File: src/rtl/lut_nco_scheduler.sv
`default_nettype none
// ============================================================================
// Module   : lut_nco_scheduler
// Brief    : Phase-accumulator NCO that time-shares one cosine LUT to emit a
//            cos/sin pair per sample over a valid/ready handshake.
// Revision : 1.0
// ============================================================================
module lut_nco_scheduler #(
    parameter int ACC_BITS = 24,
    parameter int LUT_ADDR = 9,
    parameter int BITS     = 12
) (
    input  logic                clk,
    input  logic                rst,
    input  logic                en,
    input  logic [ACC_BITS-1:0] fcw_in,
    input  logic                fcw_load,
    input  logic [LUT_ADDR-1:0] phase_off_in,
    output logic [LUT_ADDR-1:0] lut_addr,
    input  logic [BITS-1:0]     lut_data,
    output logic [BITS-1:0]     cos_out,
    output logic [BITS-1:0]     sin_out,
    output logic                out_valid,
    input  logic                out_ready
);

    localparam logic [1:0] S_IDLE = 2'd0;
    localparam logic [1:0] S_COS  = 2'd1;
    localparam logic [1:0] S_SIN  = 2'd2;
    localparam logic [1:0] S_HOLD = 2'd3;

    // A quarter turn of the table: sin(x) is read as cos(x - pi/2).
    localparam logic [LUT_ADDR-1:0] c_QUARTER = {2'b01, {(LUT_ADDR-2){1'b0}}};

    logic [1:0]          r_state;
    logic [1:0]          w_state_nxt;
    logic [ACC_BITS-1:0] r_acc;
    logic [ACC_BITS-1:0] r_fcw;
    logic [LUT_ADDR-1:0] r_off;
    logic [LUT_ADDR-1:0] r_lut_addr;
    logic [BITS-1:0]     r_cos;
    logic [BITS-1:0]     r_sin;

    logic [ACC_BITS-1:0] w_acc_adv;
    logic [LUT_ADDR-1:0] w_base;
    logic [LUT_ADDR-1:0] w_base_adv;
    logic [LUT_ADDR-1:0] w_start_base;
    logic [LUT_ADDR-1:0] w_cos_addr;
    logic [LUT_ADDR-1:0] w_sin_addr;
    logic                w_hs;
    logic                w_start;

    assign w_acc_adv  = r_acc + r_fcw;
    assign w_base     = r_acc[ACC_BITS-1 -: LUT_ADDR];
    assign w_base_adv = w_acc_adv[ACC_BITS-1 -: LUT_ADDR];
    assign w_hs       = (r_state == S_HOLD) && out_ready;
    assign w_start    = ((r_state == S_IDLE) || w_hs) && en;

    // A sample started from a handshake must already see the advanced phase.
    assign w_start_base = (r_state == S_HOLD) ? w_base_adv : w_base;
    assign w_cos_addr   = w_start_base + phase_off_in;
    assign w_sin_addr   = w_base + r_off - c_QUARTER;

    always_comb begin
        w_state_nxt = r_state;
        case (r_state)
            S_IDLE:  if (en) w_state_nxt = S_COS;
            S_COS:   w_state_nxt = S_SIN;
            S_SIN:   w_state_nxt = S_HOLD;
            S_HOLD:  if (out_ready) w_state_nxt = en ? S_COS : S_IDLE;
            default: w_state_nxt = S_IDLE;
        endcase
    end

    always_ff @(posedge clk or posedge rst) begin
        if (rst) begin
            r_state <= S_IDLE;
        end else begin
            r_state <= w_state_nxt;
        end
    end

    // Old fcw is used by an advance coincident with a load (non-blocking read).
    always_ff @(posedge clk or posedge rst) begin
        if (rst) begin
            r_acc <= '0;
            r_fcw <= '0;
        end else begin
            if (w_hs) begin
                r_acc <= w_acc_adv;
            end
            if (fcw_load) begin
                r_fcw <= fcw_in;
            end
        end
    end

    always_ff @(posedge clk or posedge rst) begin
        if (rst) begin
            r_off      <= '0;
            r_lut_addr <= '0;
        end else begin
            if (w_start) begin
                r_off      <= phase_off_in;
                r_lut_addr <= w_cos_addr;
            end else if (r_state == S_COS) begin
                r_lut_addr <= w_sin_addr;
            end
        end
    end

    always_ff @(posedge clk or posedge rst) begin
        if (rst) begin
            r_cos <= '0;
            r_sin <= '0;
        end else begin
            if (r_state == S_COS) begin
                r_cos <= lut_data;
            end
            if (r_state == S_SIN) begin
                r_sin <= lut_data;
            end
        end
    end

    assign lut_addr  = r_lut_addr;
    assign cos_out   = r_cos;
    assign sin_out   = r_sin;
    assign out_valid = (r_state == S_HOLD);

endmodule
`default_nettype wire

File: config.mk
export PLATFORM = sky130hd
export DESIGN_NAME = lut_nco_scheduler
export DESIGN_NICKNAME = d
export VERILOG_FILES = /design/src/rtl/lut_nco_scheduler.sv
export SDC_FILE = /design/constraint.sdc
export NUM_CORES = 1
export LEC_CHECK = 0
export BUFFER_PORTS_ARGS = -buffer_cell sky130_fd_sc_hd__buf_2
export CAP_MARGIN = 20
export CORE_ASPECT_RATIO = 1.4
export CORE_MARGIN = 5
export CORE_UTILIZATION = 50
export CTS_CLUSTER_DIAMETER = 60
export DETAILED_ROUTE_END_ITERATION = 8
export GPL_ROUTABILITY_DRIVEN = 0
export PLACE_DENSITY = 0.74
export SKIP_CTS_REPAIR_TIMING = 1
export SYNTH_ARGS = -nofsm -noshare
export SYNTH_HDL_FRONTEND = slang
export SYNTH_SLANG_ARGS = --single-unit
File: constraint.sdc
create_clock -name clk -period 4.2 [get_ports clk]
set_input_delay 0.42 -clock clk [delete_from_list [all_inputs] [get_ports clk]]
set_output_delay 0.42 -clock clk [all_outputs]
set_load 0.05 [all_outputs]
### Word-level counts from Yosys, hierarchy flattened

Cells that the tools add are included.

| storage, ports and cells | value |
|---|---|
| register bits | 92 |

| operators by class | value |
|---|---|
| eq/ne operators | 5 |
| multiplexer cells | 7 |
| reduce and logical (&&, ||, !) cells | 6 |
| add/sub/neg operators | 4 |

Operators by type and width:

| kind | count |
|---|---|
| 9-bit 2-to-1 mux | 3 |
| 24-bit adder | 1 |
| 9-bit adder | 2 |
| 9-bit by 8-bit subtractor with 9-bit output, second input constant | 1 |
| 2-bit one-hot mux with 4 select lines | 1 |
| 2-bit equality test, second input constant | 2 |
| 2-bit 2-to-1 mux | 2 |
| 2-bit by 1-bit equality test with 1-bit output, second input constant | 1 |
| 1-bit logical AND | 2 |
| 2-bit logical NOT | 1 |
| 2-bit by 1-bit != test with 1-bit output, second input constant | 1 |
| 2-bit != test, second input constant | 1 |
| 2-bit AND reduction | 1 |
| 2-bit nonzero test | 1 |
| 1-bit logical OR | 1 |
| 1-bit 2-to-1 mux | 1 |

### Longest topological paths before layout

| logic depth | value |
|---|---|
| depth in word-level cells | 5 |
| depth in mapped cells | 17 |

### Worst setup path after synthesis

No wires, ideal clock.

| path | value |
|---|---|
| path kind | reg2reg |
| from | register r_acc[0] |
| to | register r_lut_addr[8], in the netlist lut_addr[8] |
| setup slack | 0.147 ns |
| path buffers | 0 |
| data required time | 4.131 ns |
| cell stages (with the launch flop) | 17 |
| arrival time | 3.985 ns |
| clock period less this slack | 4.053 ns |
| path through | dfrtp_1 > ha_1 > fa_1 > a21o_1 > a221o_1 > o221ai_2 > a21boi_0 > xnor2_1 > mux2_2 > fa_1 > a21oi_1 > o211ai_1 > o41ai_1 > xnor2_1 > nand3_1 > mux2_2 > nand3_1 |

| between the ends | value |
|---|---|
| longest elaborated chain between the ends | 4 |

RTL lines:

| item | RTL line | source |
|---|---|---|
| start, declared | 37 | `logic [ACC_BITS-1:0] r_acc;` |
| start signal, assigned | 90 | `r_acc <= w_acc_adv;` |
| 24-bit adder | 53 | `assign w_acc_adv = r_acc + r_fcw;` |
| 9-bit 2-to-1 mux | 60 | `assign w_start_base = (r_state == S_HOLD) ? w_base_adv : w_base;` |
| 9-bit adder | 61 | `assign w_cos_addr = w_start_base + phase_off_in;` |
| 9-bit 2-to-1 mux | 103 | `if (w_start) begin` |
| end signal, assigned | 105 | `r_lut_addr <= w_cos_addr;` |
| end signal, assigned | 107 | `r_lut_addr <= w_sin_addr;` |
| end, declared | 40 | `logic [LUT_ADDR-1:0] r_lut_addr;` |

No other way between the ends.
A chain may end at the register's enable or synchronous reset.

### Final worst setup path

Ends and elaborated chain as after synthesis.

==> impl_metrics.ini <==
[final_layout]
final_cell_area_um2 = 6690
area_growth_pct = 19.7
layout.cells.non_filler = 781
n_antenna_cell = 0
drive_above_1_share_pct = 31.7
finalNetCount = 740
nFillCells = 912

[clock_network]
clk_latency_ns = 0.35
clk_pin_slew_worst_paths_ns = 0.07
numCtsBuffers = 9
clk_path_buf_depth = 2
h-tree-depth = 3
cts.sinks = 92
cts_tree = done
cts_root_buffer = clkbuf_16

[synthesis]
synth_edf_count = 0
synthesis.nets = 641
ys_warn_count = 0
ys.flop_type = dfrtp_1
ys_ff_latch = 92
syn-cell-area_um2 = 5590
syn_inst = 536
avgSynthCellArea_um2 = 10.4
async_reset_ff_share_pct = 100
synth_seq_area_share_pct = 41.2
ys_types = 50

[sta]
rsz0062_at_grt = true
hold_slack_ns = 0.0902
finalWorstSetupSlack_ns = 0.0703
finalMaxSlewViolations = 0
period_minus_slack_ns = 4.13
period_share_pct = 98.3
relSlewSlack_pct = 41.0
finalSetupViolations = 0
hold_viol_final = 0
tightest_slew_ns = 0.862
max_freq_ghz = 0.242
fin_skew_ns = 0.00684

[status]
status = finished, final reports clean

[route]
ant_nets = 0
wl_mm = 12.2
remaining_drc_errors = 0
vias_per_cell = 5.54
wl_per_cell_um = 15.6
drt_iter0_drc = 158
firstDrtPassIters = 4
routed-via-count = 4324

[worst_setup_path]
cp.buffers_inverters = 1
end_kind = flip-flop
path_class = reg -> reg
crit_fanout = 5
required_ns = 4.49
critPathLaunchType = flip-flop
crit_arrival_ns = 4.42
critical_path.top_delay_family = compound AO/OA/AOI/OAI gates
path_common_cell = nand3_1
crit_chain = ha_2, fa_2, a21o_1, a221o_1, o221ai_2, buf_4, o211ai_2, a31oi_1, xnor2_1, mux2_2, ha_4, nand3_1, o211ai_1, o41ai_2, xnor2_2, nand3_1, mux2_2, nand3_1
critical-path-max-stage-delay_ns = 0.45
slowest_stage = o41ai_2

[floorplanning]
core_region_area_um2 = 10900
die_w_um = 99.3
fp.dieArea_um2 = 13400
ios = 84
die_h_um = 135
rows = 45
initial_core_util_pct = 51.1

[pwr]
p_switching_mw = 2.88
swShare_pct = 46.6
total_power_mw = 6.19
p_seq_share_pct = 23.8
power_frac_clock_pct = 12.9
vdd_ir_drop_max_mv = 0.353
p_leak_nw = 3.19
p_int_mw = 3.31
power_density_nw_per_um2 = 925
p_comb_share_pct = 63.3

[global_routing]
grt_pass1_vias = 4499
antenna_found_initial = 0
grt_pass1_wl_mm = 20.4
track_usage_pct = 18.6
grt-ovfl-total = 0
grt_max_degree = 58

[place]
io_buffers = 83
dpl_cell_area_um2 = 6250
dpl.cell_count = 760
place_ws_ns = -0.148
dp_hpwl_mm = 9.26

[hold_path]
worstHoldPathType = in -> async

[job]
drv_cap = 0
[metal layers]
metal,GRT usage (%),routed length [µm],up-vias
met5,0,0,-
met4,6.23,277,0
met3,4.24,487,22
met2,35.2,6670,75
met1,20.1,4770,2095
li1,-,-,2132
[cells in the final DEF (no fill, tap or decap), drive strengths merged, types with 3 or more instances in the layout]
cell type / synthesis / routed
nand3: 7 / 7
o21ai: 35 / 35
a221o: 3 / 3
or3: 3 / 3
o31ai: 6 / 6
and3: 5 / 5
fa: 3 / 3
clkbuf: 14 / 9
dfrtp: 92 / 92
nand2b: 4 / 4
o21bai: 4 / 4
nor3: 4 / 4
nand4: 3 / 3
clkinv: 0 / 5
a21o: 14 / 14
nor3b: 3 / 3
buf: 5 / 107
a31oi: 5 / 5
o211ai: 7 / 7
mux2i: 7 / 7
mux2: 61 / 61
xor2: 12 / 12
a21oi: 34 / 34
a21boi: 3 / 3
xnor2: 20 / 20
inv: 20 / 21
nor2: 19 / 19
a211oi: 5 / 5
nand2: 66 / 66
ha: 52 / 52
[logic make-up (layout without fill, tap and decap cells)]
logic type | count (synthesis) | in the layout | share of synthesized area (%)
compound gates | 128 | 128 | 15.0
xor+xnor | 32 | 32 | 5.02
fa+ha+maj | 55 | 55 | 12.7
buf+inv | 39 | 143 | 2.64
flops | 92 | 92 | 41.2
mux | 68 | 68 | 13.5
simple gates | 122 | 122 | 9.85
[sequential cells by signal (all words and copies together), names as in the netlist]
signal	flops
r_state	2
r_acc	24
cos_out	12
r_fcw	24
sin_out	12
lut_addr	9
r_off	9
[synthesized netlist by cell type (5+ instances only)]
library cell	count	area, µm²
a21o_1	14	105
nor2_1	19	71.3
a21oi_1	34	170
o211ai_1	6	45.0
inv_1	20	75.1
a211oi_1	5	37.5
nand2_1	66	248
dfrtp_1	92	2300
o21ai_0	34	170
mux2i_1	7	70.1
ha_1	52	651
clkbuf_1	14	52.6
xnor2_1	20	175
o31ai_1	5	37.5
mux2_2	61	687
and3_1	5	31.3
xor2_1	12	105
nand3_1	7	35.0
[power groups by stage]
stage	clock network [mW]	logic (mW)	registers, mW
floorplan	0	2.32	2.02
global placement	0	3.60	1.47
detailed placement	0	3.71	1.49
CTS	0.816	3.74	1.47
global route	0.852	4.29	1.52
finish	0.795	3.92	1.47
[stage by stage]
step	TNS (ns)	util, %
2_1_floorplan	0	-
3_3_place_gp	0	57.3
3_5_place_dp	-0.148	57.3
4_1_cts	-0.210	60.0
5_1_grt	-0.159	61.2
6_report	0	61.2
[area by class of cell]
| type | count | area (µm²) | share of cell area (%) |
|---|---|---|---|
| multi-input combinational | 405 | 3210 | 48.0 |
| sequential | 92 | 2300 | 34.4 |
| timing repair buffer | 107 | 628 | 9.39 |
| clock buffer | 9 | 225 | 3.37 |
| tap | 141 | 176 | 2.64 |
| inverter | 20 | 76.3 | 1.14 |
| clock inverter | 7 | 72.6 | 1.09 |
[path summary, 6_finish.rpt]
path,to,slack (ns),depth (start not counted),startpoint
worst max-delay path,lut_addr[8]$_DFFE_PP0P_,0.07,18,r_acc[0]$_DFFE_PP0P_
worst min register to register,r_acc[10]$_DFFE_PP0P_,0.49,1,r_acc[10]$_DFFE_PP0P_
min in group clk,r_fcw[1]$_DFFE_PP0P_,0.30,2,fcw_in[1]
max in group asynchronous,cos_out[3]$_DFFE_PP0P_,3.28,3,rst
worst max register to register,lut_addr[8]$_DFFE_PP0P_,0.07,18,r_acc[0]$_DFFE_PP0P_
worst min-delay path,r_fcw[16]$_DFFE_PP0P_,0.09,2,rst
Power figures use the tool's default switching activity.
